<file path="config.mk">
export PLATFORM = sky130hd
export DESIGN_NAME = seg7_scan_driver
export DESIGN_NICKNAME = d
export VERILOG_FILES = /design/src/rtl/seg7_scan_driver.sv
export SDC_FILE = /design/constraint.sdc
export NUM_CORES = 1
export LEC_CHECK = 0
export ABC_AREA = 0
export BUFFER_PORTS_ARGS = -buffer_cell sky130_fd_sc_hd__buf_2
export CAP_MARGIN = 20
export CORE_MARGIN = 1
export CORE_UTILIZATION = 55
export DETAILED_ROUTE_END_ITERATION = 8
export GPL_ROUTABILITY_DRIVEN = 0
export PLACE_DENSITY = 0.73
export REMOVE_ABC_BUFFERS = 1
export SYNTH_ARGS = -nofsm -noshare
export SYNTH_HDL_FRONTEND = slang
export SYNTH_SLANG_ARGS = --single-unit
</file>
<file path="constraint.sdc">
create_clock -name clk -period 6.46 [get_ports clk]
set_input_delay 0.969 -clock clk [delete_from_list [all_inputs] [get_ports clk]]
set_output_delay 0.969 -clock clk [all_outputs]
set_load 0.005 [all_outputs]
</file>
<file path="src/rtl/seg7_scan_driver.sv">
`default_nettype none
// +----------------------------------------------------------------------------+
// | Module   : seg7_scan_driver                                                |
// | Purpose  : Time-multiplexed N-digit common-anode 7-segment driver with     |
// |            frame-synchronous double-buffered BCD/DP/blank data.            |
// | Option   : SEG7_LEADING_ZERO_BLANK_EN enables leading-zero suppression.    |
// | Revision : 1.0  initial release                                            |
// +----------------------------------------------------------------------------+
module seg7_scan_driver #(
  parameter int NUM_DIGITS  = 8,
  parameter int REFRESH_DIV = 100000,
  parameter int GUARD       = 2
) (
  input  logic                    clk,
  input  logic                    rst_n,
  input  logic                    load_i,
  input  logic [4*NUM_DIGITS-1:0] bcd_in_i,
  input  logic [NUM_DIGITS-1:0]   dp_in_i,
  input  logic [NUM_DIGITS-1:0]   blank_in_i,
  output logic [NUM_DIGITS-1:0]   anode_o,
  output logic [7:0]              cathode_o,
  output logic                    frame_start_o
);

  localparam int IDXW = (NUM_DIGITS > 1) ? $clog2(NUM_DIGITS) : 1;
  localparam int CNTW = $clog2(REFRESH_DIV);
  localparam logic [CNTW-1:0] c_CNT_LAST = CNTW'(REFRESH_DIV - 1);
  localparam logic [IDXW-1:0] c_IDX_LAST = IDXW'(NUM_DIGITS - 1);

  // run_q holds the scan for one edge after reset release so that the
  // first registered slot appears on the second rising edge.
  logic                    run_q;
  logic [CNTW-1:0]         cnt_q, cnt_d;
  logic [IDXW-1:0]         idx_q, idx_d;
  logic                    pend_valid_q, pend_valid_d;
  logic [4*NUM_DIGITS-1:0] pend_bcd_q, pend_bcd_d;
  logic [NUM_DIGITS-1:0]   pend_dp_q, pend_dp_d;
  logic [NUM_DIGITS-1:0]   pend_blank_q, pend_blank_d;
  logic [4*NUM_DIGITS-1:0] act_bcd_q, act_bcd_d;
  logic [NUM_DIGITS-1:0]   act_dp_q, act_dp_d;
  logic [NUM_DIGITS-1:0]   act_blank_q, act_blank_d;
  logic [NUM_DIGITS-1:0]   anode_q, anode_d;
  logic [7:0]              cathode_q, cathode_d;
  logic                    frame_start_q, frame_start_d;

  logic                    w_terminal;
  logic                    w_boundary;
  logic                    w_guard;
  logic                    w_dark;
  logic [3:0]              w_digit;
  logic [4*NUM_DIGITS-1:0] w_src_bcd;
  logic [NUM_DIGITS-1:0]   w_src_dp;
  logic [NUM_DIGITS-1:0]   w_src_blank;

  function automatic logic [7:0] f_seg(input logic [3:0] v);
    case (v)
      4'd0:    f_seg = 8'hC0;
      4'd1:    f_seg = 8'hF9;
      4'd2:    f_seg = 8'hA4;
      4'd3:    f_seg = 8'hB0;
      4'd4:    f_seg = 8'h99;
      4'd5:    f_seg = 8'h92;
      4'd6:    f_seg = 8'h82;
      4'd7:    f_seg = 8'hF8;
      4'd8:    f_seg = 8'h80;
      4'd9:    f_seg = 8'h90;
      default: f_seg = 8'hBF;
    endcase
  endfunction

`ifdef SEG7_LEADING_ZERO_BLANK_EN
  // Blank zero digits from the top down until a non-zero or DP digit; digit 0 always kept.
  function automatic logic [NUM_DIGITS-1:0] f_lead_zero(
    input logic [4*NUM_DIGITS-1:0] bcd,
    input logic [NUM_DIGITS-1:0]   dp
  );
    logic still;
    f_lead_zero = '0;
    still       = 1'b1;
    for (int i = NUM_DIGITS - 1; i >= 1; i--) begin
      if (still && (bcd[4*i +: 4] == 4'd0) && !dp[i]) begin
        f_lead_zero[i] = 1'b1;
      end else begin
        still = 1'b0;
      end
    end
  endfunction
`endif

  generate
    if (GUARD == 0) begin : g_no_guard
      assign w_guard = 1'b0;
    end else begin : g_guard
      assign w_guard = (cnt_q < CNTW'(GUARD));
    end
  endgenerate

  always_comb begin
    w_terminal = run_q && (cnt_q == c_CNT_LAST);
    w_boundary = w_terminal && (idx_q == c_IDX_LAST);
    cnt_d      = cnt_q;
    idx_d      = idx_q;
    if (run_q) begin
      if (w_terminal) begin
        cnt_d = '0;
        idx_d = (idx_q == c_IDX_LAST) ? '0 : idx_q + IDXW'(1);
      end else begin
        cnt_d = cnt_q + CNTW'(1);
      end
    end
  end

  // A load on the boundary bypasses the pending set and lands in active directly.
  always_comb begin
    w_src_bcd = load_i ? bcd_in_i : pend_bcd_q;
    w_src_dp  = load_i ? dp_in_i  : pend_dp_q;
`ifdef SEG7_LEADING_ZERO_BLANK_EN
    w_src_blank = (load_i ? blank_in_i : pend_blank_q) | f_lead_zero(w_src_bcd, w_src_dp);
`else
    w_src_blank = load_i ? blank_in_i : pend_blank_q;
`endif
  end

  always_comb begin
    pend_valid_d = pend_valid_q;
    pend_bcd_d   = pend_bcd_q;
    pend_dp_d    = pend_dp_q;
    pend_blank_d = pend_blank_q;
    act_bcd_d    = act_bcd_q;
    act_dp_d     = act_dp_q;
    act_blank_d  = act_blank_q;
    if (load_i && w_boundary) begin
      act_bcd_d    = w_src_bcd;
      act_dp_d     = w_src_dp;
      act_blank_d  = w_src_blank;
      pend_valid_d = 1'b0;
    end else if (load_i) begin
      pend_bcd_d   = bcd_in_i;
      pend_dp_d    = dp_in_i;
      pend_blank_d = blank_in_i;
      pend_valid_d = 1'b1;
    end else if (w_boundary && pend_valid_q) begin
      act_bcd_d    = w_src_bcd;
      act_dp_d     = w_src_dp;
      act_blank_d  = w_src_blank;
      pend_valid_d = 1'b0;
    end
  end

  always_comb begin
    w_digit       = act_bcd_q[{idx_q, 2'b00} +: 4];
    w_dark        = !run_q || w_guard || act_blank_q[idx_q];
    cathode_d     = w_dark ? 8'hFF : (f_seg(w_digit) & {~act_dp_q[idx_q], 7'h7F});
    frame_start_d = run_q && (cnt_q == '0) && (idx_q == '0);
    anode_d       = '1;
    for (int i = 0; i < NUM_DIGITS; i++) begin
      anode_d[i] = w_dark || (idx_q != IDXW'(i));
    end
  end

  always_ff @(posedge clk or negedge rst_n) begin
    if (!rst_n) begin
      run_q         <= 1'b0;
      cnt_q         <= '0;
      idx_q         <= '0;
      pend_valid_q  <= 1'b0;
      pend_bcd_q    <= '0;
      pend_dp_q     <= '0;
      pend_blank_q  <= '0;
      act_bcd_q     <= '0;
      act_dp_q      <= '0;
      act_blank_q   <= '1;
      anode_q       <= '1;
      cathode_q     <= 8'hFF;
      frame_start_q <= 1'b0;
    end else begin
      run_q         <= 1'b1;
      cnt_q         <= cnt_d;
      idx_q         <= idx_d;
      pend_valid_q  <= pend_valid_d;
      pend_bcd_q    <= pend_bcd_d;
      pend_dp_q     <= pend_dp_d;
      pend_blank_q  <= pend_blank_d;
      act_bcd_q     <= act_bcd_d;
      act_dp_q      <= act_dp_d;
      act_blank_q   <= act_blank_d;
      anode_q       <= anode_d;
      cathode_q     <= cathode_d;
      frame_start_q <= frame_start_d;
    end
  end

  assign anode_o       = anode_q;
  assign cathode_o     = cathode_q;
  assign frame_start_o = frame_start_q;

endmodule
`default_nettype wire

</file>
After elaboration in Yosys (flattened, before gate mapping) --
Memory sizes are Yosys's and may differ from the RTL's. Cells that the tools add are included.
Word-level totals: register bits after elaboration 135, ROM bits 112, memories 1, input port bits 51
Operators by class: bitwise gates (word level) 2, reduce and logical (&&, ||, !) cells 24, $add $sub $neg 2, multiplexer cells 22, equality and inequality tests 10, shift-type cells 1, $lt $le $gt $ge 2
Memories:
- (no name shown) | words 16, width 7, rd ports 1, clocked after Yosys merged registers in 0, write ports 0, RTL line 56 | case (v)
Operators with widths (number):
- 2-to-1 mux 32 bit | 4
- 2-to-1 mux 8 bit | 9
- variable part select 32 x 6 -> 4 bit | 1
- adder 17 x 1 -> 17 bit (second input constant) | 1
- equality test 17 bit (second input constant) | 1
- zero test 17 bit | 1
- less-than comparator 17 x 2 -> 1 bit (second input constant) | 1
- 2-to-1 mux 17 bit | 1
- != test 3 bit (second input constant) | 4
- logical OR 1 bit | 10
- AND 8 bit | 1
- binary-select mux 1 bit (select 3 bit) | 2
- logical AND 1 bit | 6
- != test 3 x 2 -> 1 bit (second input constant) | 2
- nonzero test 3 bit | 2
- 2-to-1 mux 1 bit | 5
- less-than comparator 3 x 4 -> 1 bit (second input constant) | 1
- AND reduction 2 bit | 2
- adder 3 x 1 -> 3 bit (second input constant) | 1
- equality test 3 bit (second input constant) | 1
- zero test 3 bit | 1
- 2-to-1 mux 3 bit | 1
- != test 3 x 1 -> 1 bit (second input constant) | 1
- != test 2 x 1 -> 1 bit (second input constant) | 1
- other kinds (3) | 3

Logic depth before layout (Yosys ltp) --
depth after elaboration 7, mapped depth 9, gate-level depth less buffers 8

Worst setup path before layout --
OpenSTA, ideal clock, no wires.
path type input to register, start point input load_i, end point register act_bcd_q[11], data required time 6.337 ns, buffers on the path 3, stages 5, arrival time 2.356 ns, setup time 0.123 ns, path slack 3.981 ns, cell sequence clkbuf_1 -> buf_1 -> clkbuf_1 -> mux2i_1 -> a21oi_1
On the way: cells in the longest elaborated chain, start to end 4, elaborated cells between the ends (all ways) 8, classes of those cells eq/ne: 1; mux: 4; reduce/logical: 3
RTL lines:
- from (decl) | RTL line 16 | input logic load_i,
- 2-to-1 mux 32 bit
- 2-to-1 mux 32 bit | RTL line 142 | end else if (w_boundary && pend_valid_q) begin
- 2-to-1 mux 32 bit | RTL line 137 | end else if (load_i) begin
- 2-to-1 mux 32 bit | RTL line 132 | if (load_i && w_boundary) begin
- to (signal assigned) | RTL line 184 | act_bcd_q <= act_bcd_d;
- to (decl) | RTL line 39 | logic [4*NUM_DIGITS-1:0] act_bcd_q, act_bcd_d;
Several ways; a longest one is shown, not always the timed one. The select of a mux whose other input is x is not followed. A chain may end at the register's enable or synchronous reset.

Final worst setup path --
start point register cnt_q[11], end point register pend_bcd_q[8]
On the way: cells in the longest elaborated chain, start to end 4
RTL lines:
- from (decl) | RTL line 33 | logic [CNTW-1:0] cnt_q, cnt_d;
- from (signal assigned) | RTL line 178 | cnt_q <= cnt_d;
- equality test 17 bit | RTL line 99 | w_terminal = run_q && (cnt_q == c_CNT_LAST);
- logical AND 1 bit | RTL line 99
- logical AND 1 bit | RTL line 100 | w_boundary = w_terminal && (idx_q == c_IDX_LAST);
- logical AND 1 bit | RTL line 132
- to (signal assigned) | RTL line 181 | pend_bcd_q <= pend_bcd_d;
- to (decl) | RTL line 36 | logic [4*NUM_DIGITS-1:0] pend_bcd_q, pend_bcd_d;
Every way passes these cells.

==> flow_metrics.env <==
export IMPL_status="finished clean"
export IMPL_clk_latency_ps=420
export IMPL_cts_resized=0
export IMPL_synth_area_per_cell_um2=12.3
export IMPL_crit_chain="or4_4 -> nor4_1 -> nand4_1 -> o21ai_4 -> buf_4 -> mux2_2"
export IMPL_fin_crit_ps=3030
export IMPL_path_depth=6
export IMPL_die_h_um=108
export IMPL_grtUsageTotal=0.220
export IMPL_p_per_area_nw_per_um2=302
export IMPL_clock_path_buffers=2
export IMPL_max_freq_mhz=330
export IMPL_die_area_um2=11700
export IMPL_grt_max_degree=77
export IMPL_async_flop_share=1.00
export IMPL_setup_viol=0
export IMPL_rows=38
export IMPL_synth_ff_type="dfrtp_1"
export IMPL_crit_path_top_delay_cell="or4_4"
export IMPL_worstPathBufferInverterCount=1
export IMPL_yosys_top_cells_area="dfrtp_1 (45%), dfstp_2 (10%), mux2i_1 (8.5%), mux2_2 (8.5%), mux4_2 (4.4%)"
export IMPL_critPathArrivalTime_ps=3330
export IMPL_worstPathMaxFanout=48
export IMPL_layout_commonest_cell="dfrtp_1"
export IMPL_syn_inst=507
export IMPL_dpl_hpwl_um=7770
export IMPL_antenna_found_initial=0
export IMPL_ir_drop_mv=0.238
export IMPL_crit_required_ps=6760
export IMPL_fillerInstances=821
export IMPL_ys_warn_count=0
export IMPL_root_buffer="clkbuf_16"
export IMPL_worstSetupStartpointType="flop"
export IMPL_syn_to_final_growth_pct=16.0
export IMPL_vias_per_cell=5.48
export IMPL_yosysTopAreaCell="dfrtp_1"
export IMPL_hold_path_startpoint="pend_bcd_q[27]$_DFFE_PN0N_"
export IMPL_diodes=0
export IMPL_tightest_slew_ps=924
export IMPL_die_width_um=108
export IMPL_drv_slew=0
export IMPL_regArea_um2=3410
export IMPL_r2r_worst_path_cells=6
export IMPL_clkTransAtPathRegs_ps=50
export IMPL_portBuffers=67
export IMPL_grt_pass1_wl_um=19100
export IMPL_min_to="pend_bcd_q[27]$_DFFE_PN0N_"
export IMPL_crit_path_end_kind="flop"
export IMPL_crit_type="reg2reg"
export IMPL_multi_input_area_um2=2600
export IMPL_leakage_nw=3.27
export IMPL_rsz0062_at_grt="no"
export IMPL_hold_viol_final=0
export IMPL_drtIter0Drc=205
export IMPL_crit_reg2reg_launch="cnt_q[11]$_DFFE_PN0P_"
export IMPL_post_cts_buffers=0
export IMPL_maxCapViolations=0
export IMPL_yosysUniqueCellTypes=44
export IMPL_skew_ps=7.71
export IMPL_ys_seq_elements=135
export IMPL_r2r_end="pend_bcd_q[8]$_DFFE_PN0N_"
export IMPL_wl_per_cell_um=16.0
export IMPL_maxSlewHeadroom=0.384
export IMPL_first_pass_iters=5
export IMPL_cts_tree="done"
export IMPL_cpPeakStageDelay_ps=560
export IMPL_clkSinkCount=135
export IMPL_hp_class="reg2reg"
export IMPL_min_delay_path_depth=1
export IMPL_final_cell_mix="dfrtp_1 (111), buf_2 (66), nor2_1 (62), mux2i_1 (53), a21oi_1 (53)"
export IMPL_drt_wl_total_um=11600
export IMPL_rrSetupSlack_ps=3430
export IMPL_ios=68
export IMPL_path_delay_family="simple AND/OR/NAND/NOR gates"
export IMPL_drc=0
export IMPL_cts_buffers_inserted=17
export IMPL_ant_nets=0
export IMPL_syn_area_um2=6210
export IMPL_vias=3975
export IMPL_dpl_instance_area_um2=6600
export IMPL_finalSetupTns_ps=0
export IMPL_final_nets=636
export IMPL_grt_overflow_total=0
export IMPL_stdcell_area_um2=7200
export IMPL_drive_above_1_share=0.330
export IMPL_period_share=0.469
export IMPL_initial_core_util=0.568
export IMPL_synth_top_cell_area_share=0.447
export IMPL_grt_pass1_vias=4013
export IMPL_core_area_um2=10900
export IMPL_h_tree_depth=4
export IMPL_ys_seq_area_frac=0.549
export IMPL_holdBufCountCts=0
export IMPL_synth_edff_count=0
## per-stage QoR
step,std cells,setup WS (ps),util,hold WS [ps],total power [W]
after floorplan,481,2370,-,455,0.00112
after global placement,693,3560,0.604,473,0.00121
after detailed placement,693,3420,0.604,480,0.00122
after CTS,725,3410,0.659,493,0.00220
after global routing,725,3290,0.659,506,0.00227
final,725,3430,0.659,491,0.00218
## final cells by class
cell class / instances / share of cell area
clock inverter: 9 / 0.0170
timing repair buffer: 72 / 0.0521
sequential: 135 / 0.473
multi-input combinational: 334 / 0.361
inverter: 12 / 0.00625
tap: 140 / 0.0243
clock buffer: 23 / 0.0664
## registers in the layout (all words and copies together), names as in the netlist
name           count
act_bcd_q         32
pend_bcd_q        32
cnt_q             17
act_blank_q        8
act_dp_q           8
anode_o            8
cathode_o          8
pend_blank_q       8
pend_dp_q          8
idx_q              3
frame_start_o      1
pend_valid_q       1
run_q              1
## synth_stat cells (2+ instances only)
master    number
mux2_1         2
buf_2          9
or4_4          2
o211ai_1       2
and2_1         3
nor3_1         2
dfstp_2       24
nand2_1       24
nand4_1        5
and2_2         2
mux2i_1       53
buf_1          2
a21oi_1       53
xnor2_1        9
or4_1          3
buf_6          4
dfrtp_1      111
a21boi_0       2
clkbuf_1       5
ha_1          13
inv_1         11
mux4_2        12
xor2_1         4
o21ai_0        8
mux2_2        47
nand3_1       12
buf_4          5
nor2_1        62
## metal layers
layer	up-vias	track usage	wire length [um]
met5	-	0	0
li1	1918	-	-
met1	1966	0.278	5150
met3	15	0.0675	464
met2	76	0.357	5780
met4	0	0.0869	169
## power breakdown
group / leakage, nW / internal, W / switching, W / total [W]
logic: 1.35 / 0.000113 / 0.000113 / 0.000226
clock network: 0.297 / 0.000633 / 0.000338 / 0.000972
registers: 1.62 / 0.000929 / 0.0000517 / 0.000981
## how the worst max path moves through the flow
stage / start / to / slack, ps
finish: cnt_q[11]$_DFFE_PN0P_ / pend_bcd_q[8]$_DFFE_PN0N_ / 3430
global route: cnt_q[11]$_DFFE_PN0P_ / pend_bcd_q[3]$_DFFE_PN0N_ / 3290
CTS: cnt_q[11]$_DFFE_PN0P_ / pend_bcd_q[8]$_DFFE_PN0N_ / 3410
detailed placement: cnt_q[11]$_DFFE_PN0P_ / pend_blank_q[6]$_DFFE_PN0N_ / 3420
global placement: cnt_q[11]$_DFFE_PN0P_ / pend_bcd_q[23]$_DFFE_PN0N_ / 3560
floorplan: cnt_q[11]$_DFFE_PN0P_ / act_bcd_q[0]$_DFFE_PN0P_ / 2370
## cell families (layout without fill, tap and decap cells)
| kind of cell | after synthesis | count (layout) | synth area share |
|---|---|---|---|
| and+or+nand+nor | 123 | 123 | 0.0929 |
| xor gates and xnor gates | 13 | 13 | 0.0183 |
| other | 1 | 1 | 0.000604 |
| muxes | 114 | 114 | 0.218 |
| AOI/OAI and AO/OA | 70 | 70 | 0.0614 |
| DFF | 135 | 135 | 0.549 |
| buffers and inverters | 38 | 116 | 0.0342 |
| adders and majority gates | 13 | 13 | 0.0262 |
(Power assumes the default switching activity.)
